**src/rtl/multicycle_control_unit.sv**
```systemverilog
// Control FSM for the 8-bit multicycle datapath: FETCH/DECODE/EXEC sequencing plus the NZCV
// register. Define CTRL_HALT_EN to decode Op=01/Funct=111 as HALT instead of STR.
module multicycle_control_unit #(
    parameter logic [2:0] ALU_ADD = 3'b000,
    parameter logic [2:0] ALU_SUB = 3'b001
) (
    input  logic       i_clock,
    input  logic       i_reset,
    input  logic [1:0] i_op,
    input  logic [2:0] i_funct,
    input  logic [3:0] i_flags,
    output logic       o_pc_write,
    output logic       o_adr_src,
    output logic       o_mem_write,
    output logic       o_ir_write,
    output logic       o_write_a_src,
    output logic       o_alu_src_a,
    output logic       o_alu_src_b,
    output logic       o_reg_write,
    output logic       o_reg_src,
    output logic [1:0] o_write_d_src,
    output logic [2:0] o_alu_control,
    output logic [2:0] o_shift_type,
    output logic [1:0] o_result_src,
    output logic [3:0] o_flags_reg,
    output logic       o_halted
);

    typedef enum logic [2:0] {
        StRst    = 3'd0,
        StFetch  = 3'd1,
        StDecode = 3'd2,
`ifdef CTRL_HALT_EN
        StHalt   = 3'd4,
`endif
        StExec   = 3'd3
    } state_e;

    state_e     r_state;
    logic [3:0] r_flags;
    logic       w_is_str;
    logic       w_taken;
    logic       w_pc_write;
    logic       w_mem_write;
    logic       w_ir_write;
    logic       w_reg_write;

`ifdef CTRL_HALT_EN
    logic w_is_halt;
    assign w_is_halt = (i_op == 2'b01) && (i_funct == 3'b111);
    assign w_is_str  = (i_op == 2'b01) && i_funct[0] && !w_is_halt;
`else
    assign w_is_str  = (i_op == 2'b01) && i_funct[0];
`endif

    always_ff @(posedge i_clock or posedge i_reset) begin
        if (i_reset) begin
            r_state <= StRst;
            r_flags <= 4'b0000;
        end else begin
            case (r_state)
                StRst:    r_state <= StFetch;
                StFetch:  r_state <= StDecode;
                StDecode: begin
                    r_state <= StExec;
`ifdef CTRL_HALT_EN
                    if (w_is_halt) r_state <= StHalt;
`endif
                end
                StExec: begin
                    r_state <= StFetch;
                    if (i_op == 2'b00) r_flags <= i_flags;
                end
`ifdef CTRL_HALT_EN
                StHalt:   r_state <= StHalt;
`endif
                default:  r_state <= StRst;
            endcase
        end
    end

    // Branch conditions read the architectural flags, never the live ALU flags.
    always_comb begin
        w_taken = 1'b0;
        case (i_funct)
            3'b000:  w_taken = 1'b1;
            3'b001:  w_taken = r_flags[2];
            3'b010:  w_taken = !r_flags[2];
            3'b011:  w_taken = r_flags[1];
            3'b100:  w_taken = r_flags[3];
            3'b101:  w_taken = r_flags[0];
            3'b110:  w_taken = 1'b1;
            default: w_taken = r_flags[3] ^ r_flags[0];
        endcase
    end

    always_comb begin
        w_pc_write    = 1'b0;
        o_adr_src     = 1'b0;
        w_mem_write   = 1'b0;
        w_ir_write    = 1'b0;
        o_write_a_src = 1'b0;
        o_alu_src_a   = 1'b0;
        o_alu_src_b   = 1'b0;
        w_reg_write   = 1'b0;
        o_reg_src     = 1'b0;
        o_write_d_src = 2'd0;
        o_alu_control = ALU_ADD;
        o_shift_type  = 3'b000;
        o_result_src  = 2'd0;
        o_halted      = 1'b0;
        case (r_state)
            StFetch: begin
                w_ir_write    = 1'b1;
                o_alu_src_a   = 1'b1;
                o_alu_src_b   = 1'b1;
                o_alu_control = ALU_ADD;
                w_pc_write    = 1'b1;
            end
            StDecode: o_reg_src = w_is_str;
            StExec: begin
                case (i_op)
                    2'b00: begin
                        o_alu_control = (i_funct == 3'b111) ? ALU_SUB : i_funct;
                        w_reg_write   = (i_funct != 3'b111);
                    end
                    2'b01: begin
                        o_adr_src    = 1'b1;
                        o_result_src = 2'd2;
                        if (w_is_str) begin
                            o_reg_src   = 1'b1;
                            w_mem_write = 1'b1;
                        end else begin
                            o_write_d_src = 2'd2;
                            w_reg_write   = 1'b1;
                        end
                    end
                    2'b10: begin
                        if (w_taken) begin
                            o_result_src = 2'd2;
                            w_pc_write   = 1'b1;
                        end
                        // BL: R7 takes the pre-update PC as the return address.
                        if (i_funct == 3'b110) begin
                            w_reg_write   = 1'b1;
                            o_write_a_src = 1'b1;
                            o_write_d_src = 2'd1;
                        end
                    end
                    default: begin
                        w_reg_write = 1'b1;
                        if (i_funct == 3'b111) begin
                            o_result_src = 2'd2;
                        end else begin
                            o_shift_type = i_funct;
                            o_result_src = 2'd1;
                        end
                    end
                endcase
            end
`ifdef CTRL_HALT_EN
            StHalt: o_halted = 1'b1;
`endif
            default: ;
        endcase
    end

    // Strobes are masked directly by Reset so no write can slip out during assertion.
    assign o_pc_write  = w_pc_write && !i_reset;
    assign o_mem_write = w_mem_write && !i_reset;
    assign o_ir_write  = w_ir_write && !i_reset;
    assign o_reg_write = w_reg_write && !i_reset;
    assign o_flags_reg = r_flags;

endmodule
```
**config.mk**
```make
export PLATFORM = sky130hd
export DESIGN_NAME = multicycle_control_unit
export DESIGN_NICKNAME = d
export VERILOG_FILES = /design/src/rtl/multicycle_control_unit.sv
export SDC_FILE = /design/constraint.sdc
export NUM_CORES = 1
export LEC_CHECK = 0
export ABC_AREA = 0
export CAP_MARGIN = 20
export CORE_MARGIN = 4
export CORE_UTILIZATION = 40
export CTS_CLUSTER_SIZE = 16
export DETAILED_ROUTE_END_ITERATION = 6
export PLACE_DENSITY_LB_ADDON = 0.05
export SLEW_MARGIN = 20
export SYNTH_ARGS = -nofsm -noshare
export SYNTH_HDL_FRONTEND = slang
export SYNTH_SLANG_ARGS = --single-unit
```
**constraint.sdc**
```tcl
create_clock -name i_clock -period 2.3 [get_ports i_clock]
set_clock_uncertainty 0.1 [all_clocks]
set_input_delay 0.46 -clock i_clock [delete_from_list [all_inputs] [get_ports i_clock]]
set_output_delay 0.46 -clock i_clock [all_outputs]
set_load 0.05 [all_outputs]
```
# [Word level (Yosys, flattened, before mapping)]
# Cells that the tools add are included.
[word_totals] ff_bits=7 input_bits=11 elab_cells=62
[op_classes] n_eq_ne=13 n_mux=32 n_bitwise=1 reduce_logical=14
[op_table] cell="3-bit 2-to-1 mux" count=6
[op_table] cell="1-bit 2-to-1 mux" count=14
[op_table] cell="3-bit by 2-bit equality test with 1-bit output, second input constant" count=4
[op_table] cell="3-bit equality test, second input constant" count=4
[op_table] cell="2-bit case mux with 3 select lines" count=2
[op_table] cell="2-bit 2-to-1 mux" count=5
[op_table] cell="3-bit by 1-bit equality test with 1-bit output, second input constant" count=2
[op_table] cell="3-bit zero test" count=2
[op_table] cell="1-bit case mux with 6 select lines" count=1
[op_table] cell="1-bit logical AND" count=5
[op_table] cell="1-bit case mux with 2 select lines" count=2
[op_table] cell="2-bit case mux with 2 select lines" count=1
[op_table] cell="2-bit OR reduction" count=2
[op_table] cell="3-bit inequality test, second input constant" count=1
[op_table] cell="1-bit case mux with 3 select lines" count=1
[op_table] cell="3-bit OR reduction" count=1
[op_table] cell="2-bit by 1-bit equality test with 1-bit output, second input constant" count=1
[op_table] cell="2-bit equality test, second input constant" count=1
[op_table] cell="1-bit zero test" count=2
[op_table] cell="2-bit zero test" count=1
[op_table] cell="2-bit AND reduction" count=1
[op_table] cell="1-bit bitwise XOR" count=1

# [Logic depth before layout (Yosys ltp)]
# Gate-level depths: netlist of the first run.
[depth] word_depth=7 depth_mapped=6

# [Least setup slack after synthesis of the first run]
# No wires, ideal clock.
[synth_path] path_type="input to output" startpoint="input i_op[0]" endpoint="output o_write_d_src[0]" arrival_time_ps=2415 slack_ps=-675 path_stages=5 path_buffers=0 cell_sequence="inv_1 -> ha_1 -> nand3_1 -> nor3_1 -> and2_1"
[synth_between] elab_chain_cells=3 elab_cells_between_ends=4 cone_classes="eq/ne: 2; mux: 2"
[synth_rtl] item="start: declaration" line="9" rtl="input logic [1:0] i_op,"
[synth_rtl] item="2-bit equality test or 2-bit by 1-bit equality test with 1-bit output (tied branches)" line="122" rtl="case (i_op)"
[synth_rtl] item="2-bit case mux with 2 select lines (*)" line="122"
[synth_rtl] item="2-bit 2-to-1 mux (*)" line="112" rtl="case (r_state)"
[synth_rtl] item="end: declaration" line="21" rtl="output logic [1:0] o_write_d_src,"
# Mark *: on every way between the ends. The rest lies on a longest branch, timed or not.

# [Final worst setup path of the first run]
[layout_path] startpoint="input i_funct[0]" endpoint="output o_pc_write"
[layout_between] elab_chain_cells=7 elab_cells_between_ends=13 cone_classes="eq/ne: 6; mux: 4; reduce/logical: 3"
[layout_rtl] item="start: declaration" line="10" rtl="input logic [2:0] i_funct,"
[layout_rtl] item="3-bit equality test or 3-bit zero test (tied branches)" line="85" rtl="case (i_funct)"
[layout_rtl] item="2-bit OR reduction (no line)"
[layout_rtl] item="1-bit case mux with 6 select lines (*)" line="85"
[layout_rtl] item="1-bit 2-to-1 mux (*)" line="139" rtl="if (w_taken) begin"
[layout_rtl] item="1-bit 2-to-1 mux (*)" line="122"
[layout_rtl] item="1-bit case mux with 2 select lines (*)" line="112"
[layout_rtl] item="1-bit logical AND (*)" line="169" rtl="assign o_pc_write = w_pc_write && !i_reset;"
[layout_rtl] item="end: declaration" line="12" rtl="output logic o_pc_write,"
# Marks and branches as above.

==> flow_summary.yaml, run 1 <==
synthesis:
  synth.cell_area_um2: 628
  syn_inst: 73
  yosysUniqueCellTypes: 30
  yosysWarnings: 0
  yosysSeqAreaShare_pct: 23.9
  syn-num-nets: 92
  avgSynthCellArea_um2: 8.60
  synth_seq_cells: 6
worst_setup_path:
  cp-start-kind: "input pin"
  r2r_cells: 4
  worstPathArrival_ns: 1.67
  worst_setup_path_end_kind: "output pin"
  r2r_end: "o_flags_reg[2]"
  critPathMaxFanout: 6
  cp.required_ns: 1.74
  ff2ff_setup_slack_ns: 0.80
  r2r-start: "r_state[0]"
  path_class: "in2out"
worst_hold_path:
  hold_depth: 1
  worstHoldStart: "o_flags_reg[1]"
  hold_path_class: "reg2reg"
  min_to: "o_flags_reg[1]"
floorplanning:
  die_y_um: 47.6
  die_w_um: 47.6
  fp-row-count: 14
  dieArea_um2: 2270
  start_util_pct: 42.2
  pin_count: 35
  core_area_um2: 1490
global_routing:
  grt_pass1_vias: 655
  grt_use_total_pct: 15.4
  grt_pass1_wl_mm: 2.59
  overflow: 0
  antenna_found_initial: 0
  grt_max_degree: 10
cells_and_area:
  area_growth_pct: 102
  multi_input_area_um2: 452
  largest_register_ffs: 4
  antenna_cells: 0
  fill_cells: 90
  finalNetCount: 144
  regArea_um2: 150
  fin_area_um2: 1270
  drive_above_1_share_pct: 50.4
clock_tree:
  cts_hold_buf: 0
  htreeDepth: 1
  clock_latency_ns: 0.23
  cts_root_buffer: "clkbuf_4"
  cts_buffers: 3
  clk_pin_slew_ns: 0.04
  postCtsSetupRepairBufs: 0
  cts_buffer_depth: 2
  cts.sinks: 6
  cts_tree: "yes"
drt:
  ant_nets: 0
  viasPerCell: 4.77
  drcViolationCount: 0
  first_pass_iters: 2
  routedWlPerCell_um: 11.5
  wirelength_mm: 1.60
  first_iter_violations: 2
  num_vias: 663
pwr:
  power_density_nw_per_um2: 311
  vdd_drop_max_v: 0.000487
  leakage_nw: 0.620
  p_total_uw: 394
placement:
  dp_slack_ns: -0.250
  place_area_um2: 1230
  dp_hpwl_mm: 1.43
  place.gp.congestion: 0.766
  port_buffers: 33
sta:
  fin_setup_tns_ns: 0
  timing.final.hold_violations: 0
  setup_viol: 0
  finalWorstSetupSlack_ns: 0.0664
  maxSlewViolCount: 0
  period_needed_ns: 2.23
  rsz0062_at_grt: "true"
  max_slew_margin_pct: 66.1
  whs_ns: 0.436
  fin_crit_sh_pct: 97.1
  worstMarginPinSlew_ns: 0.507
  clock.fmax_ghz: 0.448
run_status:
  status: "complete, no violations"
flow_run:
  maxCapViolCount: 0
-- cell usage after synthesis --
library cell | instances | area share (%)
nor2_1 | 7 | 4.2
dfrtp_1 | 6 | 24
ha_1 | 8 | 16
inv_1 | 11 | 6.6
a21boi_1 | 1 | 1.2
o211a_1 | 1 | 1.6
nor3_1 | 1 | 0.80
xor2_1 | 1 | 1.4
nor3b_2 | 1 | 2.0
a211oi_1 | 1 | 1.2
o21ai_1 | 1 | 0.80
a221oi_1 | 1 | 1.4
buf_4 | 2 | 2.4
nor2b_1 | 1 | 1.0
a21oi_2 | 1 | 1.4
or2b_1 | 1 | 1.2
and2_1 | 3 | 3.0
and3_1 | 2 | 2.0
a211oi_2 | 1 | 2.0
a21oi_1 | 1 | 0.80
or2b_2 | 1 | 1.4
nand3_2 | 1 | 1.6
nand2_1 | 8 | 4.8
nand3_1 | 1 | 0.80
a21o_1 | 1 | 1.2
mux2_2 | 4 | 7.2
buf_6 | 2 | 3.6
o32ai_2 | 1 | 2.6
mux2i_1 | 1 | 1.6
conb_1 | 1 | 0.60
-- through the flow --
stage	cells	utilization, %
after floorplan	73	-
after detailed placement	136	82.5
after global routing	139	85.1
final	139	85.1
after CTS	139	84.7
after global placement	136	82.5
-- kinds of logic after synthesis --
kind of cell | count (synthesis) | share of synthesized area, %
other cells | 1 | 0.597
compound gates | 10 | 14.1
simple gates | 27 | 22.7
buf+inv | 15 | 12.5
mux | 5 | 8.76
xor+xnor | 1 | 1.39
flops | 6 | 23.9
fa+ha+maj | 8 | 15.9
-- power breakdown --
| part | internal (mW) | leakage, nW | switching [mW] | total, mW |
|---|---|---|---|---|
| Combinational | 0.0780 | 0.536 | 0.0955 | 0.173 |
| Sequential | 0.116 | 0.0708 | 0.0113 | 0.128 |
| Clock | 0.0587 | 0.0138 | 0.0336 | 0.0924 |
-- worst max path at each step --
stage	start	cells past startpoint	end	slack, ns
after CTS	i_op[0]	7	o_result_src[1]	0.01
after global placement	i_funct[0]	6	o_pc_write	-0.23
after global routing	i_funct[1]	6	o_result_src[1]	-0.008
after detailed placement	i_funct[0]	6	o_pc_write	-0.25
final	i_funct[0]	6	o_pc_write	0.07
after floorplan	i_op[0]	5	o_write_d_src[0]	-0.21
-- placed cells by master, fill, tap and decap left out --
cell type	synthesis	routed
a221oi_1	1	1
and3_1	2	2
clkbuf_2	0	2
nand3_1	1	1
nor3b_2	1	1
ha_4	0	1
mux2i_1	1	1
nor2b_2	0	1
a211oi_2	1	1
mux2_2	4	4
clkdlybuf4s50_1	0	9
a21oi_4	0	1
a21oi_1	1	1
ha_2	0	3
nor3_2	0	1
dfrtp_1	6	6
o21ai_1	1	1
nor2_2	0	1
nand2_1	8	8
buf_12	0	14
dlygate4sd2_1	0	1
inv_2	0	2
xor2_1	1	1
and2_1	3	3
buf_4	2	23
nor2_1	7	6
o211a_1	1	1
nand3_2	1	1
a21boi_2	0	1
o32ai_4	0	1
a21o_1	1	1
conb_1	1	1
ha_1	8	4
clkbuf_4	0	3
or2b_1	1	1
a211oi_1	1	1
or2b_2	1	1
inv_1	11	9
clkdlybuf4s15_1	0	2
-- critical path: stages --
cell	delay, ns
clkdlybuf4s15_1	0.25
or2b_2	0.32
a21o_1	0.20
a21oi_4	0.17
o32ai_4	0.10
buf_12	0.16
-- layer usage --
metal  wire, um  global-route usage (%)  vias up
met4          0                    3.76        0
li1           -                       -      334
met5          0                       0        -
met3        100                    1.88        0
met2        864                    30.5       22
met1        637                    17.1      307
-- layout make-up --
cell class | count | share of cell area [%]
clock buffer | 3 | 1.78
inverter | 11 | 3.26
multi-input combinational | 52 | 35.6
sequential | 6 | 11.8
tap | 16 | 1.58
timing repair buffer | 51 | 45.9
-- repair_timing --
item	CTS	global route
pin swaps	1	3
gates resized for setup	11	8
endpoints found under the setup margin	14	6
No activity file was read; power rests on OpenSTA's default activity.
==> inputs of run 2 (changes only) <==
Settings changed: ABC_AREA 0 to 1.
==> run 2 against run 1 <==
  * Die area fell by 1.7%
  * Design area shrank 4.1%
  * Sequential cell count is the same
  * Highest routed layer is now met4
  * Sequential share of layout area grew 0.51 points
  * Via count rose by 6.9%
  * Routed wire length grew 16%
  * Largest power group unchanged
  * Cell count up 5.0%
  * Area after synthesis is 2.0% lower
  * Combinational power shrank 9%
  * Global-route usage increased by 3.5 points
  * Worst hold slack got worse by 0.013 ns
  * Critical endpoint is now o_reg_write
  * Largest cell class unchanged
  * Sequential power is essentially flat
==> flow_summary.yaml, run 2 <==
pwr:
  clockPowerShare_pct: 24.5
  sw_frac_of_total_pct: 36.1
  p_seq_share_pct: 33.5
  p_int_uw: 238
  power_density_nw_per_um2: 307
  leakage_nw: 0.612
  switching_power_uw: 135
  vdd_drop_max_v: 0.000468
  power_frac_comb_pct: 42.0
sta:
  finalWorstSetupSlack_ns: 0.0785
  rsz0062_at_grt: "false"
  period_needed_ns: 2.22
  timing.final.hold_violations: 0
  fin_crit_sh_pct: 96.6
  setup_viol: 0
  maxSlewViolCount: 0
  clock.fmax_ghz: 0.450
clock_tree:
  cts.sinks: 6
  cts_buffers: 3
  cts_root_buffer: "clkbuf_4"
  cts_tree: "yes"
  clock_latency_ns: 0.23
  cts_hold_buf: 0
  cts_buffer_depth: 2
  clk_pin_slew_ns: 0.04
  htreeDepth: 1
worst_setup_path:
  worstPathArrival_ns: 1.66
  cp.required_ns: 1.74
  r2r_cells: 4
  worst_setup_path_end_kind: "output pin"
  path_class: "in2out"
  critPathMaxFanout: 3
  cp-start-kind: "input pin"
cells_and_area:
  largest_register_ffs: 4
  finalNetCount: 152
  antenna_cells: 0
  drive_above_1_share_pct: 38.9
  area_growth_pct: 97.4
  final_common_cell: "buf_12"
  final_cell_mix: "buf_12 (17), inv_1 (16), nand2_1 (14), nor2_1 (11), buf_4 (11)"
  fin_area_um2: 1210
drt:
  viasPerCell: 4.86
  num_vias: 709
  first_pass_iters: 4
  ant_nets: 0
  drcViolationCount: 0
  wirelength_mm: 1.85
  first_iter_violations: 4
  routedWlPerCell_um: 12.7
placement:
  place_area_um2: 1170
  dp_hpwl_mm: 1.55
  place.gp.congestion: 0.784
  dp_slack_ns: -0.217
  port_buffers: 33
synthesis:
  synth_seq_cells: 6
  synth-edff-count: 0
  yosysUniqueCellTypes: 21
  synthArstFlopShare_pct: 100
  avgSynthCellArea_um2: 6.92
  synth_common_cells: "inv_1 (18), nand2_1 (14), nor2_1 (11)"
  yosysWarnings: 0
  syn-num-nets: 108
  syn_inst: 89
  synth.cell_area_um2: 616
  yosys.area.top_type: "dfrtp_1"
  yosysSeqAreaShare_pct: 24.4
  synth_flop_cell: "dfrtp_1"
  synth_area_leaders: "dfrtp_1 (24%), ha_1 (16%), inv_1 (11%), nand2_1 (8.5%), nor2_1 (6.7%)"
  synth_top_area_share_pct: 24.4
  yosysMostFrequentCell: "inv_1"
floorplanning:
  dieArea_um2: 2230
  start_util_pct: 45.1
  die_w_um: 47.2
  core_area_um2: 1370
  fp-row-count: 13
  die_y_um: 47.2
  pin_count: 35
global_routing:
  use_met3_pct: 3.07
  grt_max_degree: 8
  grt_pass1_wl_mm: 3.01
  grt_use_met1_pct: 19.8
  grt_use_total_pct: 18.9
  busiest_layer: "met2"
  grt_use_met2_pct: 35.6
  grt_pass1_vias: 716
  antenna_found_initial: 0
  overflow: 0
run_status:
  status: "complete, no violations"
worst_hold_path:
  hold_path_class: "in2async"
flow_run:
  maxCapViolCount: 0
[run 2: cell types whose count changed after synthesis, moves of 3 or more]
| cell | delta |
|---|---|
| nand2_1 | +6 |
| nand2_2 | +3 |
| nor2_1 | +4 |
| nand3_1 | +5 |
| inv_1 | +7 |
| and2_1 | -3 |
| inv_2 | +3 |
[run 2: path summary, 6_finish.rpt]
path / start / endpoint / slack (ns)
max reg2reg: r_state[0] / o_flags_reg[1] / 0.82
min in group i_clock: o_flags_reg[1] / o_flags_reg[1] / 0.45
min reg2reg: o_flags_reg[1] / o_flags_reg[1] / 0.45
max in group asynchronous: i_reset / o_flags_reg[1] / 1.56
min: i_reset / o_flags_reg[3] / 0.42
max: i_op[0] / o_reg_write / 0.08
[run 2: timing repair]
item                       4_1_cts  5_1_grt
setup buffers                    2        0
gates resized for setup          8        2
setup endpoints to repair       10        1
pin swaps                        3        1
[run 2: cell families after synthesis]
| family | after synthesis | share of synthesized area (%) |
|---|---|---|
| buffers and inverters | 24 | 16.5 |
| AO/OA/AOI/OAI | 9 | 10.2 |
| flip-flops | 6 | 24.4 |
| AND/OR/NAND/NOR | 38 | 27.0 |
| multiplexers | 2 | 3.66 |
| other | 1 | 0.609 |
| XOR/XNOR | 1 | 1.42 |
| adder cells (fa/ha/maj) | 8 | 16.3 |
[run 2: power groups by stage]
stage / sequential, mW / combinational (mW) / clock, mW
after floorplan: 0.159 / 0.0548 / 0
after global placement: 0.126 / 0.152 / 0
after detailed placement: 0.126 / 0.155 / 0
after CTS: 0.125 / 0.157 / 0.0938
after global routing: 0.126 / 0.165 / 0.104
final: 0.125 / 0.157 / 0.0914
[run 2: metal layers]
| layer | vias up | wire length, um |
|---|---|---|
| li1 | 352 | - |
| met1 | 326 | 694 |
| met2 | 25 | 1000 |
| met3 | 6 | 105 |
| met4 | 0 | 50 |
| met5 | - | 0 |
[run 2: layout make-up]
cell class                      count  area [um2]
Clock buffer                        3        22.5
Timing Repair Buffer               42         557
Multi-Input combinational cell     59         388
Fill cell                          71         151
Inverter                           21        78.8
Sequential cell                     6         150
Tap cell                           15        18.8
[run 2: worst max-delay path, stage by stage]
cell and delay, ns:
dlygate4sd2_1 0.28, inv_2 0.08, ha_2 0.18, nand4_1 0.16
a31o_2 0.29, inv_2 0.07, buf_12 0.13
[run 2: metrics by stage]
step           utilization (%)  TNS (ns)  total power [mW]  hold slack [ns]  std cells
2_1_floorplan                -         0             0.214            0.167         89
3_3_place_gp              86.0    -0.308             0.278            0.428        141
3_5_place_dp              86.0    -0.845             0.281            0.434        141
4_1_cts                   88.7         0             0.375            0.427        146
5_1_grt                   88.9         0             0.396            0.440        146
6_report                  88.9         0             0.373            0.423        146
